**src/rtl/l2_lookup_sched.sv**
```systemverilog
// L2 lookup scheduler: arbitrates CPU and forward lookups onto one
// tag/state read plus lookup-unit pass, one lookup in flight at a time.
module l2_lookup_sched #(
    parameter int SET_BITS   = 9,
    parameter int TAG_BITS   = 18,
    parameter int WAY_BITS   = 3,
    parameter int STARVE_MAX = 4
) (
    input  logic                clk,
    input  logic                rst,
    input  logic                req_valid,
    output logic                req_ready,
    input  logic [SET_BITS-1:0] req_set,
    input  logic [TAG_BITS-1:0] req_tag,
    input  logic                fwd_valid,
    output logic                fwd_ready,
    input  logic [SET_BITS-1:0] fwd_set,
    input  logic [TAG_BITS-1:0] fwd_tag,
    output logic                rd_en,
    output logic [SET_BITS-1:0] rd_set,
    output logic                lookup_en,
    output logic                lookup_mode,
    output logic [TAG_BITS-1:0] lookup_tag,
    input  logic                tag_hit,
    input  logic [WAY_BITS-1:0] way_hit,
    input  logic                empty_way_found,
    input  logic [WAY_BITS-1:0] empty_way,
    output logic                rsp_valid,
    input  logic                rsp_ready,
    output logic                rsp_src,
    output logic                rsp_hit,
    output logic [WAY_BITS-1:0] rsp_way,
    output logic                rsp_empty_found,
    output logic [WAY_BITS-1:0] rsp_empty_way,
    output logic                busy
);

    typedef enum logic [2:0] {
        IDLE,
        RD,
        LKP,
        CAP,
        RSP
    } state_t;

    localparam logic [3:0] SMAX = 4'(STARVE_MAX);

    state_t              state;
    state_t              state_nx;
    logic [3:0]          starve_cnt;
    logic [3:0]          starve_nx;
    logic                gnt_req;
    logic                gnt_fwd;
    logic [SET_BITS-1:0] set_q;
    logic [TAG_BITS-1:0] tag_q;
    logic                src_q;
    logic [TAG_BITS-1:0] lk_tag_q;
    logic                lk_mode_q;

    always_comb begin
        state_nx  = state;
        starve_nx = starve_cnt;
        gnt_req   = 1'b0;
        gnt_fwd   = 1'b0;
        unique case (state)
            IDLE: begin
                if (req_valid && (!fwd_valid || starve_cnt == SMAX)) begin
                    gnt_req   = 1'b1;
                    starve_nx = 4'd0;
                    state_nx  = RD;
                end else if (fwd_valid) begin
                    gnt_fwd  = 1'b1;
                    state_nx = RD;
                    // Count only fwd wins that actually made a req wait
                    if (!req_valid)
                        starve_nx = 4'd0;
                    else if (starve_cnt >= SMAX)
                        starve_nx = SMAX;
                    else
                        starve_nx = starve_cnt + 4'd1;
                end
            end
            RD:      state_nx = LKP;
            LKP:     state_nx = CAP;
            CAP:     state_nx = RSP;
            RSP:     if (rsp_ready) state_nx = IDLE;
            default: state_nx = IDLE;
        endcase
    end

    always_ff @(posedge clk or negedge rst) begin
        if (!rst) begin
            state           <= IDLE;
            starve_cnt      <= 4'd0;
            set_q           <= '0;
            tag_q           <= '0;
            src_q           <= 1'b0;
            lk_tag_q        <= '0;
            lk_mode_q       <= 1'b0;
            rsp_src         <= 1'b0;
            rsp_hit         <= 1'b0;
            rsp_way         <= '0;
            rsp_empty_found <= 1'b0;
            rsp_empty_way   <= '0;
        end else begin
            state      <= state_nx;
            starve_cnt <= starve_nx;
            if (gnt_req || gnt_fwd) begin
                set_q <= gnt_req ? req_set : fwd_set;
                tag_q <= gnt_req ? req_tag : fwd_tag;
                src_q <= gnt_fwd;
            end
            if (state == RD) begin
                lk_mode_q <= src_q;
                lk_tag_q  <= tag_q;
            end
            // Forward lookups never allocate, so the empty-way result is dropped
            if (state == CAP) begin
                rsp_src         <= src_q;
                rsp_hit         <= tag_hit;
                rsp_way         <= way_hit;
                rsp_empty_found <= !src_q && empty_way_found;
                rsp_empty_way   <= src_q ? '0 : empty_way;
            end
        end
    end

    assign req_ready   = rst && gnt_req;
    assign fwd_ready   = rst && gnt_fwd;
    assign rd_en       = (state == RD);
    assign rd_set      = set_q;
    assign lookup_en   = (state == LKP);
    assign lookup_mode = lk_mode_q;
    assign lookup_tag  = lk_tag_q;
    assign rsp_valid   = (state == RSP);
    assign busy        = (state != IDLE);

endmodule

```
**config.mk**
```make
export PLATFORM = sky130hd
export DESIGN_NAME = l2_lookup_sched
export DESIGN_NICKNAME = d
export VERILOG_FILES = /design/src/rtl/l2_lookup_sched.sv
export SDC_FILE = /design/constraint.sdc
export NUM_CORES = 1
export LEC_CHECK = 0
export CAP_MARGIN = 20
export CORE_ASPECT_RATIO = 0.9
export CORE_UTILIZATION = 47
export CTS_BUF_LIST = sky130_fd_sc_hd__clkbuf_16
export DETAILED_ROUTE_END_ITERATION = 10
export PLACE_DENSITY = 0.84
export SKIP_LAST_GASP = 1
export SYNTH_ARGS = -nofsm -noshare
export SYNTH_HDL_FRONTEND = slang
export SYNTH_SLANG_ARGS = --single-unit
```
**constraint.sdc**
```tcl
create_clock -name clk -period 4.4 [get_ports clk]
set_clock_uncertainty 0.05 [all_clocks]
set_input_delay 1.32 -clock clk [delete_from_list [all_inputs] [get_ports clk]]
set_output_delay 1.32 -clock clk [all_outputs]
set_load 0.02 [all_outputs]
```
==> results_dict.tcl, run 1 <==
set metrics [dict create \
    netlist_area_sq_mm 0.00287 \
    status "finished, violations left" \
    dr.pass1.iters 9 \
    synth_cell_types 38 \
    cts.sinks 63 \
    syn-instance-count 226 \
    peakVddDrop_v 0.000448 \
    num_antenna_cells 0 \
    initial_core_util_pct 49.6 \
    worst_ep_required_time_ps 3030 \
    die_area_sq_mm 0.00643 \
    post-cts-setup-buffers 0 \
    hold_viol 0 \
    port_buffers 109 \
    rows 26 \
    drv_cap 0 \
    ctsLongestPathBuffers 2 \
    fin_crit_ps 4290 \
    cts_resized 0 \
    syn_to_final_growth_pct 49.8 \
    period_share_pct 97.6 \
    drive_above_1_share_pct 17.5 \
    violations "design-rule violations" \
    vias_per_cell 5.59 \
    place_congestion 0.844 \
    htreeDepth 3 \
    boundaryPins 110 \
    finalPower_mw 3.17 \
    tightestPinTransition_ps 786 \
    setup_viol 0 \
    cts_inserted_buffers 9 \
    vias 2307 \
    grt_setup_unrepaired "false" \
    finalMaxSlewViolations 0 \
    grt_overflow 0 \
    cp_max_fo 2 \
    clk_pin_slew_ps 50 \
    tns_ps 0 \
    place_ws_ps 98.3 \
    grtUsageTotal_pct 23.6 \
    core_sq_mm 0.00579 \
    timing.fmax_mhz 233 \
    cts_tree "built" \
    cellPowerDensity_mw_per_mm2 736 \
    startpoint_type "primary input" \
    syn_area_per_cell_sq_um 12.7 \
    ctsHoldBuffers 0 \
    synth_seq_cells 63 \
    grt_start_max_net_pins 64 \
    wl_per_cell_um 17.3 \
    relSlewSlack_pct 47.6 \
    synth_edf_count 0 \
    p_leak_nw 1.75 \
    ys.flop_type "dfrtp_1" \
    async_flop_share_pct 100 \
    drt_iter0_drc 97 \
    grt_pass1_wl_um 11600 \
    layout.nets 408 \
    dp_hpwl_um 4820 \
    clock-root-buffer "clkbuf_16" \
    yosysSeqAreaShare_pct 54.9 \
    fin_ws_ps 108 \
    wirelength_um 7160 \
    crit_type "primary input to output pin" \
    worstSetupEndpointType "output pin" \
    hp-class "flip-flop to flip-flop" \
    yosysWarnings 0 \
    fin_area_sq_mm 0.00430 \
    dpl_cell_area_sq_mm 0.00402 \
    die_w_um 84.4 \
    grt_pass1_vias 2324 \
    drtAntennaViolNets 0 \
    synth_nets 295 \
    antenna_found_initial 0 \
    worstSkewPairLatency_ps 320 \
    drc 6 \
    fp.dieH_um 76.2 \
    arrival_ps 2920 \
]
flip-flops by register name, indices dropped and copies added (netlist names):
| register | count |
|---|---|
| starve_cnt | 4 |
| lookup_tag | 18 |
| rsp_src | 1 |
| rsp_empty_found | 1 |
| tag_q | 18 |
| lookup_mode | 1 |
| state | 3 |
| src_q | 1 |
| rsp_hit | 1 |
| rsp_empty_way | 3 |
| rsp_way | 3 |
| rd_set | 9 |
stage by stage:
| stage | util, % | hold WS (ps) | instances |
|---|---|---|---|
| 3_3_place_gp | 69.5 | 414 | 398 |
| 3_5_place_dp | 69.5 | 420 | 398 |
| 5_1_grt | 74.3 | 465 | 413 |
| 2_1_floorplan | - | 422 | 226 |
| 4_1_cts | 74.3 | 431 | 413 |
| 6_report | 74.3 | 434 | 413 |
power breakdown:
part | leakage [nW] | total [mW] | internal, mW | switching [mW]
Clock | 0.138 | 0.666 | 0.427 | 0.238
Combinational | 0.876 | 1.46 | 0.779 | 0.683
Sequential | 0.735 | 1.04 | 0.856 | 0.182
synthesized netlist by cell type, types with 2 or more instances:
master	number	share of area, %
dfrtp_1	63	55
mux2_2	25	9.8
o21bai_1	19	5.0
o221a_1	19	7.4
inv_1	13	1.7
o21ai_0	13	2.3
buf_2	7	1.2
o211ai_1	7	1.8
clkbuf_1	6	0.78
nor2_1	6	0.78
nand2_1	5	0.65
o311ai_1	5	1.5
nand2b_1	4	0.87
buf_6	3	1.2
o2111ai_1	3	0.91
ha_1	2	0.87
nand3b_1	2	0.52
nor4b_4	2	1.7
o21ai_1	2	0.35
o311ai_0	2	0.61
per-layer routing:
layer | up-vias | wire, um | GRT usage (%)
li1 | 1070 | - | -
met1 | 1143 | 3100 | 31.3
met2 | 81 | 3550 | 38.0
met3 | 13 | 378 | 3.90
met4 | 0 | 136 | 11.0
met5 | - | 0 | 0
worst paths after layout:
check	from	end	slack, ps	cells past startpoint
max in group asynchronous	rst	tag_q[13]	2650	2
max reg2reg	state[1]	tag_q[2]	2280	4
min in group asynchronous	rst	rsp_way[2]	1130	2
max	fwd_valid	fwd_ready	110	5
min	rsp_empty_way[2]	rsp_empty_way[2]	430	2
min reg2reg	rsp_empty_way[2]	rsp_empty_way[2]	430	2
layout make-up:
type	instances	area, sq um
Tap cell	70	87.6
Inverter	15	56.3
Sequential cell	63	1580
Clock buffer	9	225
Timing Repair Buffer	119	1160
Fill cell	399	1490
Clock inverter	6	53.8
Multi-Input combinational cell	131	1140
critical path: stages:
cell and delay, ps:
clkdlybuf4s50_1 500, nor4b_4 240, o21ai_2 110, nor2_1 130, clkdlybuf4s50_1 620
cell usage in the layout (no fill, tap or decap), types with 2 or more instances in the layout:
| cell | synthesis | layout |
|---|---|---|
| nor4b_4 | 2 | 2 |
| o21ai_2 | 1 | 2 |
| o21ai_0 | 13 | 13 |
| o221a_1 | 19 | 19 |
| nand2_1 | 5 | 5 |
| nor2_1 | 6 | 6 |
| mux2_2 | 25 | 25 |
| clkdlybuf4s50_1 | 0 | 108 |
| clkinv_1 | 1 | 3 |
| nand2b_1 | 4 | 4 |
| o311ai_0 | 2 | 2 |
| inv_1 | 13 | 14 |
| o211ai_1 | 7 | 7 |
| nand3b_1 | 2 | 2 |
| buf_4 | 0 | 10 |
| ha_1 | 2 | 2 |
| dfrtp_1 | 63 | 63 |
| o21bai_1 | 19 | 19 |
| o311ai_1 | 5 | 5 |
| o2111ai_1 | 3 | 3 |
| clkbuf_16 | 0 | 9 |
cells by family (layout without fill, tap and decap cells):
logic type | count (synthesis) | after routing | share of synthesized area, %
adders and majority gates | 2 | 2 | 0.871
muxes | 25 | 25 | 9.80
AOI/OAI and AO/OA | 76 | 76 | 21.8
and+or+nand+nor | 28 | 28 | 7.01
buffers and inverters | 32 | 149 | 5.66
DFF | 63 | 63 | 54.9
(Power assumes the default switching activity.)
==> inputs of run 2 (changes only) <==
==> constraint.sdc (replaced) <==
create_clock -name clk -period 4.4 [get_ports clk]
set_clock_uncertainty 0.05 [all_clocks]
set_input_delay 0.66 -clock clk [delete_from_list [all_inputs] [get_ports clk]]
set_output_delay 0.66 -clock clk [all_outputs]
set_load 0.02 [all_outputs]
==> results_dict.tcl, run 2 (synthesis results as in run 1) <==
set metrics [dict create \
    most-common-layout-cells "108 x clkdlybuf4s50_1, 63 x dfrtp_1, 25 x mux2_2" \
    final_common_cell "clkdlybuf4s50_1" \
    fin_crit_ps 3560 \
    finalMaxSlewViolations 0 \
    rows 26 \
    tightestPinTransition_ps 1130 \
    internal_power_mw 2.05 \
    cts.sinks 63 \
    place_congestion 0.847 \
    relSlewSlack_pct 24.6 \
    htreeDepth 3 \
    p_clk_share_pct 21.4 \
    final_cells 407 \
    dp_hpwl_um 5010 \
    cp_max_fo 20 \
    initial_core_util_pct 49.6 \
    pwr-share-comb_pct 45.9 \
    core_sq_mm 0.00579 \
    r2r-end "tag_q[2]" \
    port_buffers 109 \
    wl_met3_um 436 \
    arrival_ps 2850 \
    hold_viol 0 \
    worstPathCellList "clkdlybuf4s50_1 -> nor4b_4 -> o21ai_2 -> buf_4 -> nor2_1 -> clkdlybuf4s50_1" \
    hold_start "rsp_empty_way[1]" \
    die_area_sq_mm 0.00643 \
    die_w_um 84.4 \
    drive_above_1_share_pct 16.6 \
    violations "design-rule violations" \
    clk_pin_slew_ps 50 \
    worst_ep_required_time_ps 3690 \
    p_leak_nw 1.72 \
    reg2reg_from "state[1]" \
    grt_overflow 0 \
    seqPwrFrac_pct 32.7 \
    place_inst 391 \
    peakVddDrop_v 0.000411 \
    switchingPower_mw 1.13 \
    vias 2292 \
    drt_iter0_drc 152 \
    hold_depth 2 \
    num_antenna_cells 0 \
    drv_cap 0 \
    critPathTopFamily "buffers and inverters" \
    grt_start_max_net_pins 64 \
    ff2ff_path_depth 4 \
    wirelength_um 7480 \
    tns_ps 0 \
    min_to "rsp_empty_way[1]" \
    boundaryPins 110 \
    cellPowerDensity_mw_per_mm2 747 \
    grtUsageTotal_pct 24.9 \
    drtAntennaViolNets 0 \
    crit_type "primary input to output pin" \
    fp.dieH_um 76.2 \
    cp_num_buf_inv 3 \
    worstSetupEndpointType "output pin" \
    ctsLongestPathBuffers 2 \
    layout.nets 401 \
    critPathMaxStageDelay_ps 640 \
    p_sw_share_pct 35.5 \
    drc 6 \
    cts_tree "built" \
    nFillCells 429 \
    timing.fmax_mhz 281 \
    vias_per_cell 5.63 \
    hp-class "flip-flop to flip-flop" \
    grt_pass1_wl_um 12000 \
    startpoint_type "primary input" \
    period_share_pct 80.8 \
    highest_layer "met4" \
    wl_per_cell_um 18.4 \
    setup_viol 0 \
    cpMostUsedCell "clkdlybuf4s50_1" \
    drt-met1-wl_um 3010 \
    ff2ff_setup_slack_ps 2250 \
    antenna_found_initial 0 \
    grt_setup_unrepaired "false" \
    cts_inserted_buffers 9 \
    cts_resized 0 \
    worstSkewPairLatency_ps 320 \
    grt_pass1_vias 2336 \
    ctsHoldBuffers 0 \
    critPathSlowestCell "clkdlybuf4s50_1" \
    post-cts-setup-buffers 0 \
    dr.pass1.iters 8 \
    syn_to_final_growth_pct 48.3 \
    status "finished, violations left" \
    met2WireLength_um 3860 \
    clock-root-buffer "clkbuf_16" \
]
==> run 2: cell count changes in the layout (fill, tap and decap cells not counted), sizes merged <==
cell / change
buf: -7
clkinv: +1
clkinvlp: +1
inv: -1
==> run 2: per-stage QoR <==
stage	cell area (sq um)	worst slack (ps)	util, %	power (mW)	hold WS [ps]
after floorplan	2870	1960	-	1.93	314
after global placement	3970	927	68.6	2.45	412
after detailed placement	3970	846	68.6	2.50	419
after CTS	4260	843	73.6	3.21	430
after global routing	4260	688	73.6	3.36	471
final	4260	845	73.6	3.18	426
==> run 2: how the worst max path moves through the flow <==
stage | slack, ps | startpoint | cells after the start | to
detailed placement | 850 | req_valid | 5 | fwd_ready
finish | 840 | req_valid | 6 | req_ready
global route | 690 | req_valid | 6 | req_ready
global placement | 930 | req_valid | 5 | fwd_ready
floorplan | 1960 | req_valid | 5 | req_ready
CTS | 840 | req_valid | 6 | req_ready
==> run 2: worst register-to-register path, cell delays in order, from the launching register on <==
cell      delay, ps
dfrtp_1         510
nor3_4          300
inv_2           260
a211oi_2        630
o311ai_0        230
==> run 2: area by class of cell <==
type / count / area (sq um) / share of cell area [%]
Sequential cell: 63 / 1580 / 37.0
Multi-Input combinational cell: 131 / 1140 / 26.8
Timing Repair Buffer: 112 / 1110 / 26.0
Clock buffer: 9 / 225 / 5.29
Tap cell: 70 / 87.6 / 2.06
Clock inverter: 7 / 63.8 / 1.50
Inverter: 15 / 56.3 / 1.32
==> run 2: per-layer routing <==
metal	vias to the layer above	track usage, %
met5	-	0
met4	0	10.3
met3	12	5.20
met2	100	42.0
met1	1121	31.2
li1	1059	-
==> run 2: power by group through the flow <==
stage	sequential, mW	combinational [mW]	clock [mW]
global route	1.08	1.56	0.718
finish	1.04	1.46	0.681
CTS	1.04	1.47	0.692
global placement	1.03	1.42	0
detailed placement	1.04	1.46	0
floorplan	1.18	0.747	0
==> variant 1, RTL diff (flow settings as in run 1) <==
The 5 states of `state_t` get a one-hot encoding in 5 bits.
--- a/src/rtl/l2_lookup_sched.sv
+++ b/src/rtl/l2_lookup_sched.sv
@@ -35,12 +35,12 @@
     output logic                busy
 );
 
-    typedef enum logic [2:0] {
-        IDLE,
-        RD,
-        LKP,
-        CAP,
-        RSP
+    typedef enum logic [4:0] {
+        IDLE = 5'b00001,
+        RD   = 5'b00010,
+        LKP  = 5'b00100,
+        CAP  = 5'b01000,
+        RSP  = 5'b10000
     } state_t;
 
     localparam logic [3:0] SMAX = 4'(STARVE_MAX);
Formal check against the unedited RTL: no difference found for any inputs over 10 cycles, from zero or initial values and one cycle with rst low; not proved beyond that.
==> variant 1 against run 1 <==
  * First-iteration DRC count increased by 130%
  * Setup slack improved by 23 ps
  * Wire length increased by 11%
  * Synthesized cell count increased by 23%
  * Sequential cell count increased by 2
  * Non-clock buffer count decreased by 2
  * Register-to-register slack got worse by 40 ps
  * Sequential share of layout area decreased by 0.11 points
  * Via count increased by 16%
  * Design area increased by 3.6%
  * Total power increased by 2.5%
  * Synthesized area increased by 4.4%
==> variant 1: results (changes against run 1) <==
| Metric | Value |
|---|---|
| Compound-gate portion of the synthesized area | 0.173 (was 0.218) |
| Setup slack, reg-to-reg | 2240 ps (was 2280 ps) |
| Syn nets | 346 (was 295) |
| Critical R2R Capture | tag_q[8]$_DFFE_PN0P_ (was tag_q[2]$_DFFE_PN0P_) |
| HPWL Detailed | 5.26 mm (was 4.82 mm) |
| Adder and majority gate portion of the synthesized area | 0.00834 (was 0.00871) |
| Reg area | 1630 um^2 (was 1580 um^2) |
| Dpl cells | 456 (was 398) |
| Clk tree area frac | 0.0699 (was 0.0648) |
| Top post-synthesis cells by count | dfrtp_1, a21oi_1, nand3_1 (was dfrtp_1, mux2_2, o21bai_1, o221a_1) |
| First-pass GRT wire length | 12.6 mm (was 11.6 mm) |
| Final Util | 0.725 (was 0.743) |
| Area post-placement | 4150 um^2 (was 4020 um^2) |
| P_sw | 1.18 mW (was 1.10 mW) |
| Multi-input gate area in the final layout | 1240 um^2 (was 1140 um^2) |
| Initial DRC count | 226 (was 97) |
| Hold path depth | 1 (was 2) |
| Post-synth cell types | 43 (was 38) |
| Vias | 2672 (was 2307) |
| Reg power frac | 0.333 (was 0.328) |
| Status | complete, no violations (was finished, violations left) |
| Max frequency | 234 MHz (was 233 MHz) |
| Hold Path Sink | lookup_tag[16]$_DFFE_PN0P_ (was rsp_empty_way[2]$_DFFE_PN0P_) |
| Largest net degree at the start of global routing | 52 (was 64) |
| Syn Inst Count | 277 (was 226) |
| Signal buffers | 117 (was 119) |
| Vias in the first global route | 2515 (was 2324) |
| Worst setup startpoint | req_valid (was fwd_valid) |
| Worst min-delay path startpoint | tag_q[16]$_DFFE_PN0P_ (was rsp_empty_way[2]$_DFFE_PN0P_) |
| DR WL/cell | 16.8 um (was 17.3 um) |
| Fraction of layout cells with a size suffix above 1 | 0.148 (was 0.175) |
| Post-synthesis sequential area ratio | 0.543 (was 0.549) |
| Post-synthesis mux area share | 0.105 (was 0.0980) |
| Slew @ Worst Pin | 889 ps (was 786 ps) |
| GRT Resource Usage Total | 0.247 (was 0.236) |
| Nets@finish | 449 (was 408) |
-- variant 1: cell types whose count changed in the layout (fill, tap and decap cells not counted), sizes merged, moves of 12 or more --
cell,before,now
o21bai,19,0
a31oi,0,28
o221a,19,0
nand3,1,29
a21oi,1,29
o21ai,16,28
-- variant 1: critical path: stages --
cell and delay, ps:
clkdlybuf4s50_1 600, nand4b_1 200, and4_1 240, clkdlybuf4s50_1 540
-- variant 1: metal layers --
| layer | part of all wire | vias to the layer above | GRT usage | wire, um |
|---|---|---|---|---|
| li1 | - | 1240 | - | - |
| met1 | 0.42 | 1304 | 0.312 | 3300 |
| met2 | 0.49 | 116 | 0.400 | 3920 |
| met3 | 0.077 | 12 | 0.0883 | 613 |
| met4 | 0.012 | 0 | 0.0667 | 96 |
| met5 | 0 | - | 0 | 0 |
-- variant 1: timing repair --
action | 4_1_cts | 5_1_grt
buffers inserted | 0 | 0
resized for setup | 1 | 0
hold endpoints to repair | 0 | 0
endpoints found under the setup margin | 1 | 0
hold buffers | 0 | 0
==> variant 2, RTL diff (settings of run 1) <==
Made on the original files. Change the parameter `TAG_BITS` from 18 to 14.
--- a/src/rtl/l2_lookup_sched.sv
+++ b/src/rtl/l2_lookup_sched.sv
@@ -2,7 +2,7 @@
 // tag/state read plus lookup-unit pass, one lookup in flight at a time.
 module l2_lookup_sched #(
     parameter int SET_BITS   = 9,
-    parameter int TAG_BITS   = 18,
+    parameter int TAG_BITS   = 14,
     parameter int WAY_BITS   = 3,
     parameter int STARVE_MAX = 4
 ) (
Ports: changed (resized fwd_tag, lookup_tag and req_tag); port bits go from 110 to 98. The function was not compared with the original's and may differ.
==> variant 2 against run 1 <==
  * Wire length decreased by 21%
  * Design area down 16%
  * Synthesized area fell by 15%
  * First-iteration DRC count grew 7.2%
  * Setup slack improved by 86 ps
  * Sequential cell count shrank 8
  * Total power shrank 14%
  * Critical endpoint unchanged
  * Synthesized cell count grew 0.88%
  * Largest cell class unchanged
==> variant 2: results (changes against run 1) <==
| Metric | Value |
|---|---|
| Status | complete, no violations (was finished, violations left) |
| Nets@finish | 388 (was 408) |
| Post-synth cell types | 32 (was 38) |
| Arr. time, crit path | 2840 ps (was 2920 ps) |
| Maximum VDD drop | 0.394 mV (was 0.448 mV) |
| Area contributors post-synth | dfrtp_1, a21oi_1, mux2_2 (was dfrtp_1, mux2_2, o221a_1) |
| Largest net degree at the start of global routing | 45 (was 64) |
| Power per cell area | 746 nW/um^2 (was 736 nW/um^2) |
| R2r worst-path depth | 6 (was 4) |
| Worst skew pair latency | 290 ps (was 320 ps) |
| H-Tree Depth | 2 (was 3) |
| Core box area | 4920 um^2 (was 5790 um^2) |
| Worst Path Max Fanout | 6 (was 2) |
| Syn nets | 289 (was 295) |
| GR Util met3 | 0.0748 (was 0.0390) |
| Initial DRC count | 104 (was 97) |
| Slew @ Worst Pin | 947 ps (was 786 ps) |
| P_leak | 1.60 nW (was 1.75 nW) |
| Grt met1 use | 0.281 (was 0.313) |
| Power share of the clock group | 0.162 (was 0.210) |
| Hold Path Sink | rsp_empty_way[0]$_DFFE_PN0P_ (was rsp_empty_way[2]$_DFFE_PN0P_) |
| RR Startpoint | starve_cnt[1]$_DFFE_PN0P_ (was state[1]$_DFFE_PN0P_) |
| Met2 usage | 0.371 (was 0.380) |
| Area post-placement | 3470 um^2 (was 4020 um^2) |
| Clock buffer count from CTS | 5 (was 9) |
| Hold_ws | 437 ps (was 434 ps) |
| Type of the tightest min-delay check | flip-flop to flip-flop (unchanged) |
| Placer's final routability congestion estimate | 0.872 (was 0.844) |
| Setup slack, reg-to-reg | 2390 ps (was 2280 ps) |
| First-pass GRT wire length | 9.52 mm (was 11.6 mm) |
| Vias per Instance | 5.11 (was 5.59) |
| Reg power frac | 0.340 (was 0.328) |
| Place WS | 58.4 ps (was 98.3 ps) |
| Top post-synthesis cells by count | dfrtp_1, a21oi_1, nand2_1 (was dfrtp_1, mux2_2, o21bai_1, o221a_1) |
| Clock-pin slew on the worst setup and hold paths | 70 ps (was 50 ps) |
| GRT Resource Usage Total | 0.224 (was 0.236) |
| Post-synthesis sequential area ratio | 0.561 (was 0.549) |
| Fraction of layout cells with a size suffix above 1 | 0.131 (was 0.175) |
| HPWL Detailed | 3.96 mm (was 4.82 mm) |
| Worst min-delay path startpoint | rsp_empty_way[0]$_DFFE_PN0P_ (was rsp_empty_way[2]$_DFFE_PN0P_) |
| M1 WL | 2.39 mm (was 3.10 mm) |
| IO buf count | 97 (was 109) |
| Met3 routed WL | 500 um (was 378 um) |
| Syn Inst Count | 228 (was 226) |
| Part of the cycle the worst path needs | 0.956 (was 0.976) |
| Sw Ratio | 0.370 (was 0.349) |
| Met2 wire length | 2.70 mm (was 3.55 mm) |
| Critical R2R Capture | tag_q[12]$_DFFE_PN0P_ (was tag_q[2]$_DFFE_PN0P_) |
| Total wire length | 5.67 mm (was 7.16 mm) |
| DR WL/cell | 14.5 um (was 17.3 um) |
[variant 2: critical path: cells and delay by family]
kind | cells | cell delay, ps
compound gates | 1 | 160
buf+inv | 3 | 1260
simple gates | 1 | 90
[variant 2: cell type report]
class | instances | area, um^2
sequential | 55 | 1380
fill | 374 | 1290
timing repair buffer | 103 | 1010
multi-input combinational | 157 | 980
clock buffer | 5 | 125
tap | 65 | 81.3
clock inverter | 2 | 37.5
inverter | 5 | 18.8
[variant 2: logic make-up (layout without fill, tap and decap cells)]
family / after synthesis / after routing / synth area share
buffers and inverters: 16 / 115 / 0.0413
AO/OA/AOI/OAI: 60 / 60 / 0.132
adder cells (fa/ha/maj): 2 / 2 / 0.0102
multiplexers: 21 / 21 / 0.109
AND/OR/NAND/NOR: 74 / 74 / 0.147
flip-flops: 55 / 55 / 0.561
[variant 2: timing repair]
item                       4_1_cts  5_1_grt
setup endpoints to repair        0        1
gates resized for setup          0        1
setup buffers                    0        0
